### src/rtl/sigma_pkg.sv
// Shared constants and elaboration helpers for the sigma accumulator and detector top.
package sigma_pkg;

    localparam int unsigned CH_NUM_DEF   = 4;
    localparam int unsigned DW_DEF       = 16;
    localparam int unsigned AVG_LOG2_DEF = 2;

    function automatic int unsigned clog2(input int unsigned value);
        int unsigned result = 0;
        for (int i = 0; i < 32; i++) begin
            if ((32'd1 << i) < value) begin
                result = i + 1;
            end
        end
        return result;
    endfunction

endpackage

### src/rtl/sigma_add_stage.sv
// One registered adder-tree level: sums adjacent input pairs, one bit wider, with its valid bit.
module sigma_add_stage #(
    parameter int unsigned N_IN = 2,
    parameter int unsigned W    = 16
) (
    input  logic                           clk,
    input  logic                           rst_n,
    input  logic                           clear,
    input  logic                           in_valid,
    input  logic [N_IN*W-1:0]              in_data,
    output logic                           out_valid,
    output logic [(N_IN/2)*(W+1)-1:0]      out_data
);

    localparam int unsigned NO = N_IN / 2;
    localparam int unsigned WO = W + 1;

    logic [NO*WO-1:0] pair_sum;

    always_comb begin
        pair_sum = '0;
        for (int i = 0; i < NO; i++) begin
            pair_sum[i*WO +: WO] = WO'(in_data[2*i*W +: W]) + WO'(in_data[(2*i+1)*W +: W]);
        end
    end

    // Data only loads with a surviving valid so the tree output holds between frames.
    always_ff @(posedge clk) begin
        if (!rst_n) begin
            out_valid <= 1'b0;
            out_data  <= '0;
        end else begin
            out_valid <= in_valid & ~clear;
            if (in_valid && !clear) begin
                out_data <= pair_sum;
            end
        end
    end

endmodule

### src/rtl/sigma_accum.sv
// Pipelined sum of CH_NUM unsigned channel results, with an optional 2^AVG_LOG2-frame average.
module sigma_accum
    import sigma_pkg::*;
#(
    parameter int unsigned CH_NUM   = CH_NUM_DEF,
    parameter int unsigned DW       = DW_DEF,
    parameter int unsigned AVG_LOG2 = AVG_LOG2_DEF,
    localparam int unsigned LV      = clog2(CH_NUM),
    localparam int unsigned SW      = DW + LV,
    localparam int unsigned AW      = SW + AVG_LOG2,
    localparam int unsigned CW      = (AVG_LOG2 > 0) ? AVG_LOG2 : 1
) (
    input  logic                 clk,
    input  logic                 rst_n,
    input  logic                 in_valid,
    input  logic [CH_NUM*DW-1:0] in_data,
    input  logic                 clear,
    output logic                 sum_valid,
    output logic [SW-1:0]        sum_data,
    output logic                 avg_valid,
    output logic [SW-1:0]        avg_data,
    output logic [CW-1:0]        win_cnt
);

    localparam int unsigned WIN = 32'd1 << AVG_LOG2;

    for (genvar k = 0; k < LV; k++) begin : g_lvl
        localparam int unsigned NI = CH_NUM >> k;
        localparam int unsigned WI = DW + k;

        logic                       v_in;
        logic [NI*WI-1:0]           d_in;
        logic                       v_out;
        logic [(NI/2)*(WI+1)-1:0]   d_out;

        if (k == 0) begin : g_first
            assign v_in = in_valid;
            assign d_in = in_data;
        end else begin : g_next
            assign v_in = g_lvl[k-1].v_out;
            assign d_in = g_lvl[k-1].d_out;
        end

        sigma_add_stage #(
            .N_IN (NI),
            .W    (WI)
        ) u_stage (
            .clk       (clk),
            .rst_n     (rst_n),
            .clear     (clear),
            .in_valid  (v_in),
            .in_data   (d_in),
            .out_valid (v_out),
            .out_data  (d_out)
        );
    end

    assign sum_valid = g_lvl[LV-1].v_out;
    assign sum_data  = g_lvl[LV-1].d_out;

    logic [AW-1:0] acc;
    logic [AW-1:0] acc_sum;
    logic          win_last;

    assign acc_sum  = acc + AW'(sum_data);
    assign win_last = (win_cnt == CW'(WIN - 1));

    // The closing sum goes straight into the average so back-to-back windows need no dead cycle.
    always_ff @(posedge clk) begin
        if (!rst_n) begin
            acc       <= '0;
            win_cnt   <= '0;
            avg_valid <= 1'b0;
            avg_data  <= '0;
        end else begin
            avg_valid <= 1'b0;
            if (clear) begin
                acc     <= '0;
                win_cnt <= '0;
            end else if (sum_valid) begin
                if (win_last) begin
                    avg_valid <= 1'b1;
                    avg_data  <= SW'(acc_sum >> AVG_LOG2);
                    acc       <= '0;
                    win_cnt   <= '0;
                end else begin
                    acc     <= acc_sum;
                    win_cnt <= win_cnt + CW'(1);
                end
            end
        end
    end

endmodule

### config.mk
export PLATFORM = sky130hd
export DESIGN_NAME = sigma_accum
export DESIGN_NICKNAME = d
export VERILOG_FILES = /design/src/rtl/sigma_pkg.sv /design/src/rtl/sigma_add_stage.sv /design/src/rtl/sigma_accum.sv
export SDC_FILE = /design/constraint.sdc
export NUM_CORES = 1
export LEC_CHECK = 0
export BUFFER_PORTS_ARGS = -buffer_cell sky130_fd_sc_hd__buf_2
export CAP_MARGIN = 20
export CORE_ASPECT_RATIO = 2
export CORE_UTILIZATION = 57
export DETAILED_ROUTE_END_ITERATION = 16
export GPL_TIMING_DRIVEN = 1
export PLACE_DENSITY = 0.89
export SYNTH_ARGS = -nofsm -noshare
export SYNTH_HDL_FRONTEND = slang
export SYNTH_SLANG_ARGS = --single-unit
### constraint.sdc
create_clock -name clk -period 6.77 [get_ports clk]
set_input_delay 1.0155 -clock clk [delete_from_list [all_inputs] [get_ports clk]]
set_output_delay 1.0155 -clock clk [all_outputs]
set_load 0.02 [all_outputs]
# Yosys cells after proc, flatten, opt, wreduce, memory -nomap -nowiden
# Cells that the tools add are included.
# totals
ff_bits,95
out_inout_bits,40
wordCells,28
# op_classes
n_addsub,5
n_eq_ne,1
n_mux,3
bitwise,5
n_reduce_logical,6
# ops
op,count
$add A16 B16 Y17,2
$add A20 B18 Y20,1
$mux W20,1
$add A17 B17 Y18,1
$not A1 Y1,3
$reduce_and A3 Y1,1
$reduce_or A3 Y1,1
$add A2 B1 Y2 const B,1
$and A1 B1 Y1,2
$eq A2 B2 Y1 const B,1
$logic_and A1 B1 Y1,2
$mux W2,1
$reduce_or A2 Y1,1
$logic_not A1 Y1,1
$mux W1,1

# Depth between registers and ports, before layout
# depth
ltp_word,2
ltp_mapped,10
depth_no_buf,10

# Cells and area by module
# A second synthesis with hierarchy kept.
# unflattened
hier_cells,818
area_unflattened_um2,6715.2
# modules_own_cells
module,instances,cells_each,area_each_um2,seq_area_each_um2
sigma_add_stage at g_lvl[0].u_stage,1,335,2722.6,700.7
sigma_accum,1,307,2551.2,820.8
sigma_add_stage at g_lvl[1].u_stage,1,176,1441.4,380.4

# Worst setup path after synthesis
# OpenSTA, ideal clock, no wires.
# synth_timing
path_kind,input to register
startpoint,in in_data[0]
endpoint,reg g_lvl[0].u_stage.out_data[16]
setup_time_ns,0.134
arrival_ns,3.115
t_required_ns,6.636
slack_ns,3.521
stages,9
n_path_buf,0
cell_sequence,ha_1 > fa_1 > a21o_1 > a21o_1 > a2111oi_4 > o21bai_1 > o22a_1 > a2111oi_2 > nor4_1
# synth_via
elab_chain_len,1
# synth_lines
element,line,text
start: declaration,sigma_accum.sv:16,"input logic [CH_NUM*DW-1:0] in_data,"
$add A16 B16 Y17,sigma_add_stage.sv:23,pair_sum[i*WO +: WO] = WO'(in_data[2*i*W +: W]) + WO'(in_data[(2*i+1)*W +: W]);
end signal: assignment,sigma_add_stage.sv:35,out_data <= pair_sum;
end: declaration,sigma_add_stage.sv:12,output logic [(N_IN/2)*(W+1)-1:0] out_data
# Every way passes these cells.
# A chain may end at the register's enable or synchronous reset.

# Final worst setup path
# Ends and elaborated chain as after synthesis.

==> results.md <==
- The worst register-to-register path begins at g_lvl[1].u_stage.out_data[0].
- The number of max-cap violations is 0.
- The endpoint identified for the worst register-to-register timing path is acc[16].
- The pre-antenna-repair detailed-routing pass consisted of 4 iterations.
- CTS placed an instance of sky130_fd_sc_hd__clkbuf_16 at the clock tree root.
- The static leakage power is around 0.0032 uW.
- After detailed routing, the average wire length per cell comes to roughly 16 um.
- The core footprint is between 10000 and 15000 um2.
- The total count of hold-check failures in the final report came to 0.
- The final max-slew violation count is 0.
- The sequential-to-total area share from yosys stat is 30.1%.
- The cell with the largest stage delay on the worst path is sky130_fd_sc_hd__a2111oi_4.
- The number of synthesis warnings is 0.
- In this run the worst path has a maximum fanout of 3.
- The cell type group with the largest total delay on the critical path is compound AO/OA/AOI/OAI gates.
- Setup repair after global routing left no endpoint under its margin.
- The multi-input combinational cell area is ~4200 um2.
- The violation count after the first detailed-routing iteration is 376.
- Of all flip-flops after synthesis, the portion carrying an async set or reset was 0%.
- The transition time of the tightest slew-check pin is around 900 ps.
- TritonCTS built the clock tree.
- The sequential fraction of design power is 41.9%.
- The HPWL reported at the end of detailed placement is 12.1 mm.
- The number of flip-flops and latches in the synthesized netlist is 95.
- The count of mapped cells out of synthesis is about 780.
- The final wirelength is approximately 16 mm.
- STA classifies the critical path endpoint as a flip-flop.
- The clock net in this run drives a total of 95 sinks.
- The remaining antenna violation count after routing is 0.
- The startpoint type of the worst setup path is a primary input.
- The maximum number of pins on one net before global-route repair is slightly below 60.
- The final layout contains around 1000 nets.
- The most frequent cell on the critical path is sky130_fd_sc_hd__a21o_1.
- The floorplan step set the die height to 151 um.
- Yosys mapped a number of flops with a built-in enable equal to 0.
- The number of inserted filler cells in the final layout is approximately 900.
- For hold timing, the worst endpoint is avg_data[3].
- The upper clock frequency limit is between 300 and 400 MHz.
- The worst hold path passes through 2 cells.
- The power density over the cells is 193 nW/um2.
- The initial antenna violation count was 0.
- The run finished with clean final reports.
- Net switching is around 27% of the power.
- Across the VDD grid, the largest voltage drop is between 0.1 and 0.15 mV.
- A synthesized cell averages 8.13 um2.
- The post-synthesis to final-layout area growth is 15.3%.
- Gates resized during post-CTS repair numbered 0.
- After routing the design area is 7290 um2.
- The delay contributed by the slowest stage of the critical path is approximately 430 ps.
- The required arrival time at the worst endpoint is about 7000 ps.
- The combinational share of power is 18.2%.
- For the final database, setup skew stands at 13.2 ps.
- The number of setup violations in the final report is 0.
- Once the clock tree was built, the setup fixing pass inserted 0 buffers.
- The clock period minus worst slack is about 3200 ps.
- The total power draw is 1400 uW.
- The number of global-route vias before repair is 6100.
- The combined flip-flop and latch cell area is about 1900 um2.
- TritonCTS created 9 clock buffers.
- The worst register-to-register path has a depth of 9.
- The internal portion of the total power is 1020 uW.
- Headroom to the max-slew limit came out at 40.3%.
- The aggregate global routing overflow is 0.
- At the worst endpoint, the arrival time is about 3500 ps.
- The count of unresolved DRC violations after routing is 0.
- The H-tree was split into 3 levels.
- The number of vias in the routed layout is roughly 6200.
- Synthesis produced a netlist with a net count of 917.
- The post-detailed-route via-to-cell ratio is 6.15.
- The number of placement rows is between 50 and 60.
- The final estimated routing congestion in global placement is between 0.9 and 1.
- The reg-to-reg setup timing slack is 3910 ps.
- The number of buffers and inverters on the critical path is 1.
- The first global-routing pass estimated about 27 mm of wire.
- Among all flip-flop cells after synthesis, the most frequent one is sky130_fd_sc_hd__dfxtp_1.
- Traced cell by cell, the critical path runs through buf_2, ha_1, fa_1, a21o_1, a21o_1, a2111oi_4, o21bai_1, o22a_1, a2111oi_2, nor4_1.
- Setup total negative slack on the finished layout was measured at 0 ps.
- The distinct cell type count of the synthesized netlist is 58.
- The worst setup path is of the in2reg kind.
- The worst hold path belongs to the class reg2reg.
- The die covers 11500 um2.
- The total track usage is between 20% and 30%.
- The clock network fraction of design power is between 30 and 40%.
- The initial cell density of the core is around 58%.
- The maximum buffer depth of the clock tree is 2.
- 0 antenna diodes ended up in the layout.
- At the later pin of the worst-skew pair, clock insertion delay measures between 300 and 400 ps.
- In this run the tool buffered the top-level ports with between 100 and 150 buffer cells.
- The switching power is between 300 and 400 uW.
- After clock tree synthesis, the clock-pin slew on the worst setup and hold paths is 70 ps.
- During I/O placement, the number of pins put on the boundary was 108.
- From left edge to right edge, the die measures ~76 um.
- After clock tree synthesis, the flow added hold-fix buffers numbering 0.
- The share of post-route cells with drive strength above 1 is between 15 and 20%.
- Dividing the final minimum period by the clock period gives 47.9%.
- The post-synthesis instance area is around 6300 um2.
- The startpoint identified for the worst hold timing path is avg_data[3].
- The post-detailed-placement cell area is between 6000 and 7000 um2.
## cell type report
type	instances	area share, %
Sequential cell	95	26.1
Clock inverter	6	1.27
Timing Repair Buffer	113	7.97
Tap cell	140	2.40
Multi-Input combinational cell	634	58.2
Inverter	16	0.824
Clock buffer	10	3.28
## per-stage QoR
step | setup slack [ps] | hold slack (ps) | util (%) | cells
2_1_floorplan | 3520 | 429 | - | 777
3_3_place_gp | 3200 | 440 | 64.0 | 998
3_5_place_dp | 3140 | 447 | 64.0 | 998
4_1_cts | 3510 | 456 | 67.0 | 1014
5_1_grt | 3430 | 469 | 67.0 | 1014
6_report | 3530 | 452 | 67.0 | 1014
## layer usage
metal  up-vias  part of all wire (%)  track usage [%]
met3        60                   4.1             4.64
met2       233                    55             56.0
met1      2890                    36             27.7
met4         0                   4.7             18.2
li1       3056                     -                -
met5         -                     0                0
## layout by cell type (no fill, tap or decap), types with 16 or more instances in the layout
cell type	n
sky130_fd_sc_hd__xnor2_1	22
sky130_fd_sc_hd__a211oi_1	20
sky130_fd_sc_hd__o21ai_0	46
sky130_fd_sc_hd__inv_1	16
sky130_fd_sc_hd__nand3_1	36
sky130_fd_sc_hd__a21oi_1	67
sky130_fd_sc_hd__a21o_1	17
sky130_fd_sc_hd__nor2_1	71
sky130_fd_sc_hd__dfxtp_1	95
sky130_fd_sc_hd__buf_2	107
sky130_fd_sc_hd__xor2_1	16
sky130_fd_sc_hd__nor3_1	17
sky130_fd_sc_hd__ha_1	68
sky130_fd_sc_hd__nand2_1	83
## synth_stat cells (7+ instances only)
cell / count / share of area [%]
sky130_fd_sc_hd__o21ai_0: 46 / 3.6
sky130_fd_sc_hd__o21a_1: 7 / 0.83
sky130_fd_sc_hd__a211oi_1: 20 / 2.4
sky130_fd_sc_hd__a21o_1: 17 / 2.0
sky130_fd_sc_hd__and2_1: 9 / 0.89
sky130_fd_sc_hd__inv_1: 16 / 0.95
sky130_fd_sc_hd__clkbuf_1: 29 / 1.7
sky130_fd_sc_hd__a22oi_1: 8 / 0.95
sky130_fd_sc_hd__nand4_1: 9 / 0.89
sky130_fd_sc_hd__nand3_1: 36 / 2.9
sky130_fd_sc_hd__a21oi_1: 67 / 5.3
sky130_fd_sc_hd__nor3_1: 17 / 1.3
sky130_fd_sc_hd__o211ai_1: 12 / 1.4
sky130_fd_sc_hd__a31oi_1: 9 / 0.89
sky130_fd_sc_hd__or3_1: 15 / 1.5
sky130_fd_sc_hd__xnor2_1: 22 / 3.0
sky130_fd_sc_hd__nor2b_1: 7 / 0.69
sky130_fd_sc_hd__nand2b_1: 11 / 1.1
sky130_fd_sc_hd__nand2_1: 83 / 4.9
sky130_fd_sc_hd__nor2_1: 71 / 4.2
sky130_fd_sc_hd__o31ai_1: 9 / 1.1
sky130_fd_sc_hd__xor2_1: 16 / 2.2
sky130_fd_sc_hd__dfxtp_1: 95 / 30
sky130_fd_sc_hd__ha_1: 68 / 13
## worst min-delay path: cells and delay by family, from the launching register on
kind / cells / cell delay [ps]
AO/OA/AOI/OAI: 1 / 50
AND/OR/NAND/NOR: 1 / 50
flip-flops: 1 / 310
## flip-flops by register name, indices dropped and copies added, names as in the netlist
name and count:
avg_data 18, g_lvl.u_stage.out_data 52, g_lvl.u_stage.out_valid 2, win_cnt 2
avg_valid 1, acc 20
## power by group through the flow
stage	clock network [uW]	logic [uW]	registers, uW
2_1_floorplan	0	180	600
3_3_place_gp	0	245	601
3_5_place_dp	0	250	601
4_1_cts	566	252	589
5_1_grt	588	282	590
6_report	560	255	589
## cells by family after synthesis
| logic type | Yosys count | synth area share [%] |
|---|---|---|
| AO/OA/AOI/OAI | 239 | 25.3 |
| XOR/XNOR | 38 | 5.27 |
| adder cells (fa/ha/maj) | 72 | 14.7 |
| buffers and inverters | 48 | 2.85 |
| flip-flops | 95 | 30.1 |
| multiplexers | 7 | 1.13 |
| AND/OR/NAND/NOR | 278 | 20.6 |
## how the worst max path moves through the flow
stage | start | endpoint | depth (start not counted)
after detailed placement | in_data[0] | g_lvl[0].u_stage.out_data[16] | 10
final | in_data[0] | g_lvl[0].u_stage.out_data[16] | 10
after global routing | in_data[0] | g_lvl[0].u_stage.out_data[16] | 10
after global placement | in_data[0] | g_lvl[0].u_stage.out_data[16] | 10
after CTS | in_data[0] | g_lvl[0].u_stage.out_data[16] | 10
after floorplan | in_data[0] | g_lvl[0].u_stage.out_data[16] | 9
(Power assumes the default switching activity.)
